===== src/rtl/ysyx_25060170_ifu_fq.sv =====
// ysyx_25060170_ifu_fq: fetch unit with PC register, single-outstanding imem port and DEPTH-entry fetch queue
// Ports: clk/rst (async active-high); id/ie/ls_pc_jump+target redirects (LS > EX > ID);
// imem_req_valid/ready/addr request port; imem_resp_valid/inst in-order responses;
// if_valid/id_ready/pc_o/inst_o queue head to ID; fq_count occupied entries.
module ysyx_25060170_ifu_fq #(
  parameter int XLEN = 32,
  parameter int ILEN = 32,
  parameter int DEPTH = 4,
  parameter logic [XLEN-1:0] RESET_PC = 32'h8000_0000,
  parameter int PC_STEP = 4
) (
  input  logic                       clk,
  input  logic                       rst,
  input  logic                       id_pc_jump,
  input  logic [XLEN-1:0]            id_pc_i,
  input  logic                       ie_pc_jump,
  input  logic [XLEN-1:0]            ie_pc_i,
  input  logic                       ls_pc_jump,
  input  logic [XLEN-1:0]            ls_pc_i,
  output logic                       imem_req_valid,
  input  logic                       imem_req_ready,
  output logic [XLEN-1:0]            imem_req_addr,
  input  logic                       imem_resp_valid,
  input  logic [ILEN-1:0]            imem_resp_inst,
  output logic                       if_valid,
  input  logic                       id_ready,
  output logic [XLEN-1:0]            pc_o,
  output logic [ILEN-1:0]            inst_o,
  output logic [$clog2(DEPTH):0]     fq_count
);
  localparam int AW = $clog2(DEPTH);
  localparam int CW = AW + 1;
  logic [XLEN-1:0] fetch_pc, fetch_pc_n, out_pc, target;
  logic epoch, outstanding, outstanding_n, out_epoch, req_epoch;
  logic redirect, hs, push, pop;
  logic [AW-1:0] head, tail;
  logic [CW-1:0] count, count_n;
  logic [XLEN-1:0] pc_q [DEPTH];
  logic [ILEN-1:0] inst_q [DEPTH];
  always_comb begin
    redirect = ls_pc_jump | ie_pc_jump | id_pc_jump;
    target = ls_pc_jump ? ls_pc_i : ie_pc_jump ? ie_pc_i : id_pc_i;
    hs = imem_req_valid & imem_req_ready;
    push = imem_resp_valid & outstanding & (out_epoch == epoch) & ~redirect;
    pop = if_valid & id_ready;
    outstanding_n = hs | (outstanding & ~imem_resp_valid);
    count_n = redirect ? '0 : count + CW'(push) - CW'(pop);
    // a request issued before a redirect must not advance the redirected PC
    fetch_pc_n = redirect ? target : (hs & (req_epoch == epoch)) ? fetch_pc + XLEN'(PC_STEP) : fetch_pc;
  end
  assign if_valid = (count != '0) & ~redirect;
  assign pc_o = pc_q[head];
  assign inst_o = inst_q[head];
  assign fq_count = count;
  always_ff @(posedge clk or posedge rst) begin
    if (rst) begin
      fetch_pc <= RESET_PC;
      epoch <= 1'b0;
      outstanding <= 1'b0;
      out_epoch <= 1'b0;
      out_pc <= '0;
      req_epoch <= 1'b0;
      imem_req_valid <= 1'b0;
      imem_req_addr <= '0;
      head <= '0;
      tail <= '0;
      count <= '0;
      for (int i = 0; i < DEPTH; i++) begin
        pc_q[i] <= '0;
        inst_q[i] <= '0;
      end
    end else begin
      fetch_pc <= fetch_pc_n;
      epoch <= epoch ^ redirect;
      outstanding <= outstanding_n;
      count <= count_n;
      if (hs) begin
        out_pc <= imem_req_addr;
        out_epoch <= req_epoch;
      end
      // a stalled request stays frozen; otherwise issue when free, credited and not redirecting
      if (!(imem_req_valid && !imem_req_ready)) begin
        imem_req_valid <= ~outstanding_n & (count_n < CW'(DEPTH)) & ~redirect;
        imem_req_addr <= fetch_pc;
        req_epoch <= epoch;
      end
      if (redirect) begin
        head <= '0;
        tail <= '0;
      end else begin
        if (push) begin
          pc_q[tail] <= out_pc;
          inst_q[tail] <= imem_resp_inst;
          tail <= tail + AW'(1);
        end
        if (pop) head <= head + AW'(1);
      end
    end
  end
  assert property (@(posedge clk) disable iff (rst) !push || count < CW'(DEPTH));
endmodule

===== config.mk =====
export PLATFORM = sky130hd
export DESIGN_NAME = ysyx_25060170_ifu_fq
export DESIGN_NICKNAME = d
export VERILOG_FILES = /design/src/rtl/ysyx_25060170_ifu_fq.sv
export SDC_FILE = /design/constraint.sdc
export NUM_CORES = 1
export LEC_CHECK = 0
export ABC_AREA = 0
export CAP_MARGIN = 10
export CORE_MARGIN = 8
export CORE_UTILIZATION = 50
export DETAILED_ROUTE_END_ITERATION = 16
export PLACE_DENSITY = 0.78
export SYNTH_ARGS = -nofsm -noshare
export SYNTH_HDL_FRONTEND = slang
export SYNTH_SLANG_ARGS = --single-unit

===== constraint.sdc =====
create_clock -name clk -period 12.5 [get_ports clk]
set_input_delay 2.5 -clock clk [delete_from_list [all_inputs] [get_ports clk]]
set_output_delay 2.5 -clock clk [all_outputs]
set_load 0.005 [all_outputs]

==> out/metrics.yaml <==
drv_cap: 0
die_h_um: 201
place_congestion: 0.891
grt_start_max_net_pins: 180
io_pins: 237
end_kind: "primary output"
netlist_area_mm2: 0.0170
yosys_warnings: 0
clock_path_buffers: 3
die-area_mm2: 0.0402
crit_path_max_fanout: 34
worst_pin_slew_ps: 1040
vias: 10300
vdd_ir_drop_max_uv: 83.0
num-fill-cells: 2450
grt_pass1_wl_um: 64100
crit_top_cell: "clkdlybuf4s50_1"
p_leak_nw: 9.67
final_nets: 1493
hold_buffers: 0
syn_area_per_cell_um2: 15.1
slew_headroom_pct: 30.3
clkSinkCount: 364
area_growth_pct: 22.6
setup-tns-final_ps: 0
dr_wl_met3_um: 2420
fin_crit_sh_pct: 58.5
met2WireLength_um: 18300
antenna_found_initial: 0
cp_cell_sequence: "clkdlybuf4s50_1 -> buf_4 -> or3_1 -> nor2_1 -> clkdlybuf4s50_1"
seq_area_frac_synth_pct: 53.5
cts_buffers: 40
powerDensity_mw_per_mm2: 150
hold_viol_final: 0
cp-start-kind: "input port"
fin_worst_skew_ps: 26.9
port_buffers: 236
ys_async_sr_fraction_pct: 100
die_w_um: 201
wire_per_inst_um: 21.5
synthCells: 1130
fmax_mhz: 137
ys_types: 65
critPathArrivalTime_ps: 4810
first_global_vias: 11400
slew_viol_final: 0
setup_slack_ps: 5190
r2r_slack_ps: 9250
diodes: 0
period_needed_ps: 7310
required_ps: 10000
drive_above_1_share_pct: 32.3
min_path_type: "reg -> reg"
critPathKind: "in -> out"
synth_edf_count: 0
drc: 0
wl_met1_um: 17800
initial_core_util_pct: 50.8
cpPeakStageDelay_ps: 780
clock_latency_ps: 530
setup_viol: 0
cts_tree: "built"
viasPerCell: 5.66
grt_util_all_layers_pct: 19.5
drt_first_pass_iters: 5
cts_resized: 0
layout_common_cells: "dfrtp_1 (361), clkdlybuf4s50_1 (235), mux2_2 (177)"
rsz0062_at_grt: "false"
clk_pin_slew_ps: 50
highest_layer: "met4"
h-tree-depth: 2
dominantRegCellSynth: "dfrtp_1"
whs_ps: 486
row_count: 67
synth_seq_cells: 364
cts_setup_buffers: 0
ant_nets: 0
overflow: 0
core_region_area_mm2: 0.0335
place_hpwl_um: 25800
cts-root-buf: "clkbuf_16"
cp_slowest_cell: "or3_1"
detail_route.iter0.violations: 559
synthesis.nets: 1274
run_status: "finished clean"
wirelength_um: 39200
fin_util_pct: 62.3
pre_cts_slack_ps: 5180
final_common_cell: "dfrtp_1"
[worst max-delay path: cells and delay by family]
kind	cells	cell delay (ps)
buffers and inverters	3	1180
and+or+nand+nor	2	1120
[per-layer routing]
metal	vias up	global-route usage, %
met1	5339	26.3
met5	-	0
met4	0	4.42
met2	303	31.3
met3	61	5.18
li1	4629	-
[where the power goes]
part	switching, mW	internal [mW]	leakage, nW	total, mW
Clock	0.461	0.706	0.646	1.17
Combinational	0.184	0.345	4.13	0.529
Sequential	0.125	1.31	4.89	1.43
[cells by family after synthesis]
logic type                 count (synthesis)  synth area share, %
AOI/OAI and AO/OA                        129                 5.10
and+or+nand+nor                          139                 4.56
adders and majority gates                  8                0.632
buffers and inverters                     88                 3.31
muxes                                    383                 31.9
xor gates and xnor gates                  19                0.977
DFF                                      364                 53.5
[path summary, 6_finish.rpt]
kind | start | endpoint | cells past startpoint
max | ie_pc_jump | if_valid | 5
min | fetch_pc[1]$_DFFE_PP0P_ | fetch_pc[1]$_DFFE_PP0P_ | 2
max reg2reg | epoch$_DFF_PP0_ | imem_req_valid$_DFFE_PP0N_ | 12
min reg2reg | fetch_pc[1]$_DFFE_PP0P_ | fetch_pc[1]$_DFFE_PP0P_ | 2
max in group asynchronous | rst | inst_q[77]$_DFFE_PP0P_ | 4
min in group asynchronous | rst | pc_q[67]$_DFFE_PP0P_ | 2
[synthesized netlist by cell type (7+ instances only)]
master	number	share of area [%]
nand2_1	41	0.90
dfrtp_1	363	53
o21ai_0	36	1.1
buf_6	20	1.3
a21oi_1	22	0.65
mux4_2	64	8.5
nor3_1	9	0.26
mux2_1	27	1.8
nand4_1	8	0.29
nor2_1	33	0.73
mux2_4	110	9.7
a221o_1	7	0.41
xor2_1	9	0.46
nand3_1	13	0.38
mux2_2	177	12
a22oi_1	16	0.71
buf_2	11	0.32
inv_1	19	0.42
xnor2_1	10	0.51
ha_1	7	0.51
clkbuf_1	25	0.55
[final cells by class]
class	instances	area, um^2	share of cell area (%)
sequential	364	9120	43.7
multi-input combinational	678	7370	35.3
timing repair buffer	246	2440	11.7
clock buffer	58	1160	5.55
tap	448	561	2.68
clock inverter	12	156	0.749
inverter	19	75.1	0.360
[stage by stage]
step / instance area, um^2 / instances / power [mW]
finish: 20900 / 1825 / 3.13
global route: 20900 / 1825 / 3.26
CTS: 20900 / 1825 / 3.16
detailed placement: 19600 / 1755 / 1.99
global placement: 19600 / 1755 / 1.96
floorplan: 17000 / 1130 / 1.68
[flip-flops by register name, summed over array words and instances, names as in the netlist]
name,cells
imem_req_addr,32
pc_q,128
inst_q,128
outstanding,1
out_pc,32
req_epoch,1
out_epoch,1
imem_req_valid,1
head,2
epoch,1
fq_count,3
tail,2
fetch_pc,32
Note: power is estimated with default switching activity, not from simulation.
